===== src/rtl/stack_unit_pkg.sv =====
// Shared definitions for the stack unit: default geometry, operation decode and
// width helpers used by both the controller and the storage array.
package stack_unit_pkg;

    localparam int unsigned STACK_WIDTH = 8;
    localparam int unsigned STACK_DEPTH = 16;

    // Encoding matches {push, pop} so the request pair casts directly.
    typedef enum logic [1:0] {
        OpNone = 2'b00,
        OpPop  = 2'b01,
        OpPush = 2'b10,
        OpSwap = 2'b11
    } stack_op_e;

    // Width able to hold 0..depth inclusive.
    function automatic int unsigned cnt_width(input int unsigned depth);
        return $clog2(depth + 1);
    endfunction

    function automatic int unsigned addr_width(input int unsigned depth);
        return (depth > 1) ? $clog2(depth) : 1;
    endfunction

endpackage


===== src/rtl/stack_mem.sv =====
// Stack storage: DEPTH x WIDTH register array, one synchronous write port and
// one asynchronous read port. Contents are intentionally not reset.
module stack_mem #(
    parameter int unsigned WIDTH = 8,
    parameter int unsigned DEPTH = 16,
    parameter int unsigned AW    = 4
) (
    input  logic             clk,
    input  logic             i_we,
    input  logic [AW-1:0]    i_waddr,
    input  logic [WIDTH-1:0] i_wdata,
    input  logic [AW-1:0]    i_raddr,
    output logic [WIDTH-1:0] o_rdata
);

    logic [WIDTH-1:0] r_mem [DEPTH];

    always_ff @(posedge clk) begin
        if (i_we) begin
            r_mem[i_waddr] <= i_wdata;
        end
    end

    assign o_rdata = r_mem[i_raddr];

endmodule


===== src/rtl/stack_unit.sv =====
// LIFO stack controller: stack pointer, registered pop output, sticky error
// flags and push/pop arbitration around the stack_mem storage array.
module stack_unit
    import stack_unit_pkg::*;
#(
    parameter int unsigned WIDTH = STACK_WIDTH,
    parameter int unsigned DEPTH = STACK_DEPTH
) (
    input  logic                        clk,
    input  logic                        reset,
    input  logic                        push,
    input  logic                        pop,
    input  logic                        clr_err,
    input  logic [WIDTH-1:0]            din,
    output logic [WIDTH-1:0]            dout,
    output logic                        empty,
    output logic                        full,
    output logic [cnt_width(DEPTH)-1:0] count,
    output logic                        overflow,
    output logic                        underflow
);

    localparam int unsigned CW = cnt_width(DEPTH);
    localparam int unsigned AW = addr_width(DEPTH);
    localparam logic [CW-1:0] DEPTH_C = CW'(DEPTH);

    logic [CW-1:0]    r_sp, w_sp_next;
    logic [WIDTH-1:0] r_dout, w_dout_next;
    logic             r_ovf, r_udf;
    logic             w_ovf_set, w_udf_set;
    logic             w_empty, w_full;
    logic             w_we;
    logic [AW-1:0]    w_waddr, w_raddr;
    logic [WIDTH-1:0] w_wdata, w_rdata;
    stack_op_e        w_op;

    assign w_empty = (r_sp == '0);
    assign w_full  = (r_sp == DEPTH_C);
    assign w_op    = stack_op_e'({push, pop});
    // Read port always points at the current top of stack.
    assign w_raddr = AW'(r_sp - CW'(1));

    always_comb begin
        w_sp_next   = r_sp;
        w_dout_next = r_dout;
        w_ovf_set   = 1'b0;
        w_udf_set   = 1'b0;
        w_we        = 1'b0;
        w_waddr     = AW'(r_sp);
        w_wdata     = din;
        case (w_op)
            OpPush: begin
                if (w_full) begin
                    w_ovf_set = 1'b1;
                end else begin
                    w_we      = 1'b1;
                    w_sp_next = r_sp + CW'(1);
                end
            end
            OpPop: begin
                if (w_empty) begin
                    w_udf_set = 1'b1;
                end else begin
                    w_dout_next = w_rdata;
                    w_sp_next   = r_sp - CW'(1);
                end
            end
            OpSwap: begin
                // Replace the top in place; on an empty stack bypass din to dout.
                if (w_empty) begin
                    w_dout_next = din;
                end else begin
                    w_dout_next = w_rdata;
                    w_we        = 1'b1;
                    w_waddr     = w_raddr;
                end
            end
            default: ;
        endcase
    end

    always_ff @(posedge clk or posedge reset) begin
        if (reset) begin
            r_sp   <= '0;
            r_dout <= '0;
            r_ovf  <= 1'b0;
            r_udf  <= 1'b0;
        end else begin
            r_sp   <= w_sp_next;
            r_dout <= w_dout_next;
            // A fresh error in the clearing cycle wins over clr_err.
            r_ovf  <= (r_ovf & ~clr_err) | w_ovf_set;
            r_udf  <= (r_udf & ~clr_err) | w_udf_set;
        end
    end

    stack_mem #(
        .WIDTH (WIDTH),
        .DEPTH (DEPTH),
        .AW    (AW)
    ) u_stack_mem (
        .clk     (clk),
        .i_we    (w_we),
        .i_waddr (w_waddr),
        .i_wdata (w_wdata),
        .i_raddr (w_raddr),
        .o_rdata (w_rdata)
    );

    assign dout      = r_dout;
    assign empty     = w_empty;
    assign full      = w_full;
    assign count     = r_sp;
    assign overflow  = r_ovf;
    assign underflow = r_udf;

endmodule


===== config.mk =====
export PLATFORM = sky130hd
export DESIGN_NAME = stack_unit
export DESIGN_NICKNAME = d
export VERILOG_FILES = /design/src/rtl/stack_unit_pkg.sv /design/src/rtl/stack_mem.sv /design/src/rtl/stack_unit.sv
export SDC_FILE = /design/constraint.sdc
export NUM_CORES = 1
export LEC_CHECK = 0
export CAP_MARGIN = 20
export CORE_ASPECT_RATIO = 1.4
export CORE_MARGIN = 4
export CORE_UTILIZATION = 25
export CTS_CLUSTER_DIAMETER = 50
export DETAILED_ROUTE_END_ITERATION = 12
export MAX_ROUTING_LAYER = met4
export SYNTH_ARGS = -nofsm -noshare
export SYNTH_HDL_FRONTEND = slang
export SYNTH_SLANG_ARGS = --single-unit

===== constraint.sdc =====
create_clock -name clk -period 4.71 [get_ports clk]
set_clock_uncertainty 0.15 [all_clocks]
set_input_delay 0.942 -clock clk [delete_from_list [all_inputs] [get_ports clk]]
set_output_delay 0.942 -clock clk [all_outputs]
set_load 0.005 [all_outputs]

==> results.md <==
* Register area share after synthesis at about 70%
* Vias per Instance at about 4.6
* Clock buffer depth at 2
* Hold path start: dout[7]$_DFFE_PP0P_
* Post-CTS Resized at 0
* Max_cap viols at 0
* Layout cell share with drive strength beyond 1 at 20.68%
* FF-to-FF Start: count[1]$_DFFE_PP0P_
* Sequential power share at roughly 36%
* Row Count at 67
* Worst hold stages at 2
* Post-Place Worst Slack at slightly below 1 ns
* Hold-fix buffers, CTS at 0
* Pleak at approximately 0.0023 uW
* Final period utilization at between 70% and 80%
* Placed cell area at 6665 um^2
* Switching power at between 1000 and 1500 uW
* CTS tree: yes
* Rel. slew slack at between 40 and 50%
* Setup CP Type: reg2out
* Worst Hold Path EP: dout[7]$_DFFE_PP0P_
* R2R cell count at 7
* Syn Std Cell Area at between 6000 and 7000 um^2
* Design Power at around 4600 uW
* Max IR drop VDD at ~0.4 mV
* Setup Buffers After CTS at 0
* Hold Violations, Final at 0
* Largest net degree at the start of global routing at 45
* Worst-skew pair later-pin latency at about 0.41 ns
* CTS buffer count at 17
* Main flop type after synthesis: edfxtp_1
* Syn avg cell area at around 18 um^2
* Crit path max fanout at 10
* Internal power at 3147 uW
* Worst slew pin tran at 0.8050 ns
* Critical R2R Capture: u_stack_mem.r_mem[7][4]$_DFFE_PP_
* HPWL reported at the end of detailed placement at a little over 9000 um
* Flop2flop setup slack at ~1.4 ns
* Die Span Y at just under 200 um
* GRT Total Usage at approximately a tenth
* ANT cells at 0
* Initial core utilization at 25.43%
* Number of antenna violations at the first check in global routing at 0
* Final WS setup at between 0.9 and 1 ns
* Clock share of power at roughly 30%
* Netlist cell types at between 50 and 60
* Post-synth net total at around 350
* Req. time, crit path at roughly 3.6 ns
* Outcome: completed
* Synth async-reset ratio at about a tenth
* Final core utilization at ~30%
* Clock Sinks at roughly 140
* Clk pin slew, worst setup/hold paths at roughly 0.06 ns
* Placer Congestion at about 0.8
* Setup violations, final at 0
* Fillers at between 2k and 2.5k
* Max frequency at 267.4 MHz
* Drt initial violations at about 210
* Final Slew Violations at 0
* RSZ-0062 raised after global routing: no
* WL final at ~13000 um
* Crit path launch type: register
* Drt wl/cell at roughly 19 um
* Crit path DAT at between 2 and 3 ns
* Grt ovf at 0
* Antenna viol nets, final at 0
* Die X-Extent at between 100 and 150 um
* Die area at around 27000 um^2
* Synth Instances at 335
* Port buffer count at 29
* HP Class: reg2reg
* Total number of vias at between 3k and 4k
* Core Area at between 20000 and 25000 um^2
* Fin nets at a little under 400
* Switching power share of the total at approximately a third
* Root Buffer: clkbuf_16
* Post-synth EDFFs at between 100 and 150
* Top Ports at 30
* First-pass GRT wire length at 20390 um
* Crit end category: primary output
* Combinational share of power at approximately a third
* Design area at 7276 um^2
* Seq cells post-synth at 143
* H-Tree Depth at 4
* P&R area growth vs syn at 19.36%
* Yosys warnings at 0
* Pwr dens at 636.0 nW/um^2
* DRC Markers at 0
* Min cycle time layout at about 3.7 ns
* Fin Setup TNS at 0 ns
* Vias in the first global route at 3377
* Pre-antenna DRT Iters at 4
-- cell type report --
| class | instances | area [um^2] | share of cell area, % |
|---|---|---|---|
| Clock buffer | 18 | 429.2 | 5.899 |
| Clock inverter | 14 | 181.4 | 2.494 |
| Inverter | 7 | 28.78 | 0.3955 |
| Multi-Input combinational cell | 167 | 1708 | 23.47 |
| Sequential cell | 143 | 4220 | 58.01 |
| Tap cell | 310 | 387.9 | 5.331 |
| Timing Repair Buffer | 33 | 320.3 | 4.402 |
-- worst max-delay path by stage --
stage | from | endpoint | slack [ns] | depth (start not counted)
after floorplan | count[0]$_DFFE_PP0P_ | u_stack_mem.r_mem[10][0]$_DFFE_PP_ | 1.58 | 10
after global placement | pop | u_stack_mem.r_mem[5][3]$_DFFE_PP_ | 1.11 | 5
after detailed placement | pop | u_stack_mem.r_mem[5][0]$_DFFE_PP_ | 0.97 | 5
after CTS | count[1]$_DFFE_PP0P_ | empty | 0.96 | 5
after global routing | count[1]$_DFFE_PP0P_ | empty | 0.87 | 5
final | count[1]$_DFFE_PP0P_ | empty | 0.97 | 5
-- metal layers --
layer  track usage [%]  part of all wire (%)  up-vias  routed length [um]
met2             18.17                    54      102                7099
met1             10.83                    37     1635                4870
met5                 -                     0        -                   0
met3             2.405                   4.7       25                 611
met4             5.369                   3.5        0                 461
li1                  -                     -     1453                   -
-- cell families (layout without fill, tap and decap cells) --
kind of cell / count (synthesis) / count (layout) / share of synthesized area, %
flops: 143 / 143 / 69.21
fa+ha+maj: 3 / 3 / 0.6158
compound gates: 50 / 50 / 6.732
simple gates: 66 / 66 / 5.665
buf+inv: 25 / 72 / 2.894
xor+xnor: 7 / 7 / 1.006
mux: 41 / 41 / 13.88
-- flip-flops by register name, summed over array words and instances (netlist names) --
name and flops:
dout 8, underflow 1, overflow 1, u_stack_mem.r_mem 128
count 5
-- Yosys cell counts (all sizes together) (3+ instances only) --
| cell type | n | area [um^2] |
|---|---|---|
| mux2 | 7 | 78.83 |
| a21oi | 4 | 20.02 |
| nand2 | 11 | 41.29 |
| nand4 | 5 | 31.28 |
| a31oi | 4 | 25.02 |
| inv | 7 | 28.78 |
| dfrtp | 15 | 375.4 |
| edfxtp | 128 | 3844 |
| and2b | 3 | 22.52 |
| o21ai | 3 | 26.27 |
| buf | 16 | 140.1 |
| o211ai | 8 | 60.06 |
| nor2 | 30 | 131.4 |
| nor2b | 4 | 25.02 |
| o311ai | 7 | 61.31 |
| ha | 3 | 37.54 |
| mux4 | 32 | 747.0 |
| a211oi | 8 | 60.06 |
| xor2 | 5 | 43.79 |
-- per-stage QoR --
step,cells,hold slack [ns]
2_1_floorplan,335,0.3294
3_3_place_gp,660,0.3324
3_5_place_dp,660,0.3366
5_1_grt,692,0.3788
6_report,692,0.3447
4_1_cts,692,0.3500
-- cells in the final DEF, fill, tap and decap left out, types with 5 or more instances in the layout --
| cell type | n |
|---|---|
| edfxtp_1 | 128 |
| clkdlybuf4s50_1 | 29 |
| nor2_1 | 28 |
| mux4_2 | 25 |
| clkbuf_16 | 17 |
| dfrtp_1 | 14 |
| nand2_1 | 11 |
| a211oi_1 | 8 |
| o211ai_1 | 8 |
| mux2_2 | 7 |
| o311ai_1 | 7 |
| mux4_1 | 7 |
| inv_1 | 6 |
| nand4_1 | 5 |
-- power groups by stage --
stage	clock, uW	combinational [uW]	sequential [uW]
floorplan	0	1210	1630
finish	1370	1610	1650
CTS	1390	1640	1650
global placement	0	1610	1670
detailed placement	0	1630	1680
global route	1450	1740	1670
-- critical path, stage by stage, from the launching register on --
cell and delay [ns]:
dfrtp_1 0.50, inv_1 0.22, ha_1 0.23, or4b_4 0.60, inv_4 0.15, clkdlybuf4s50_1 0.53
(Power assumes the default switching activity.)
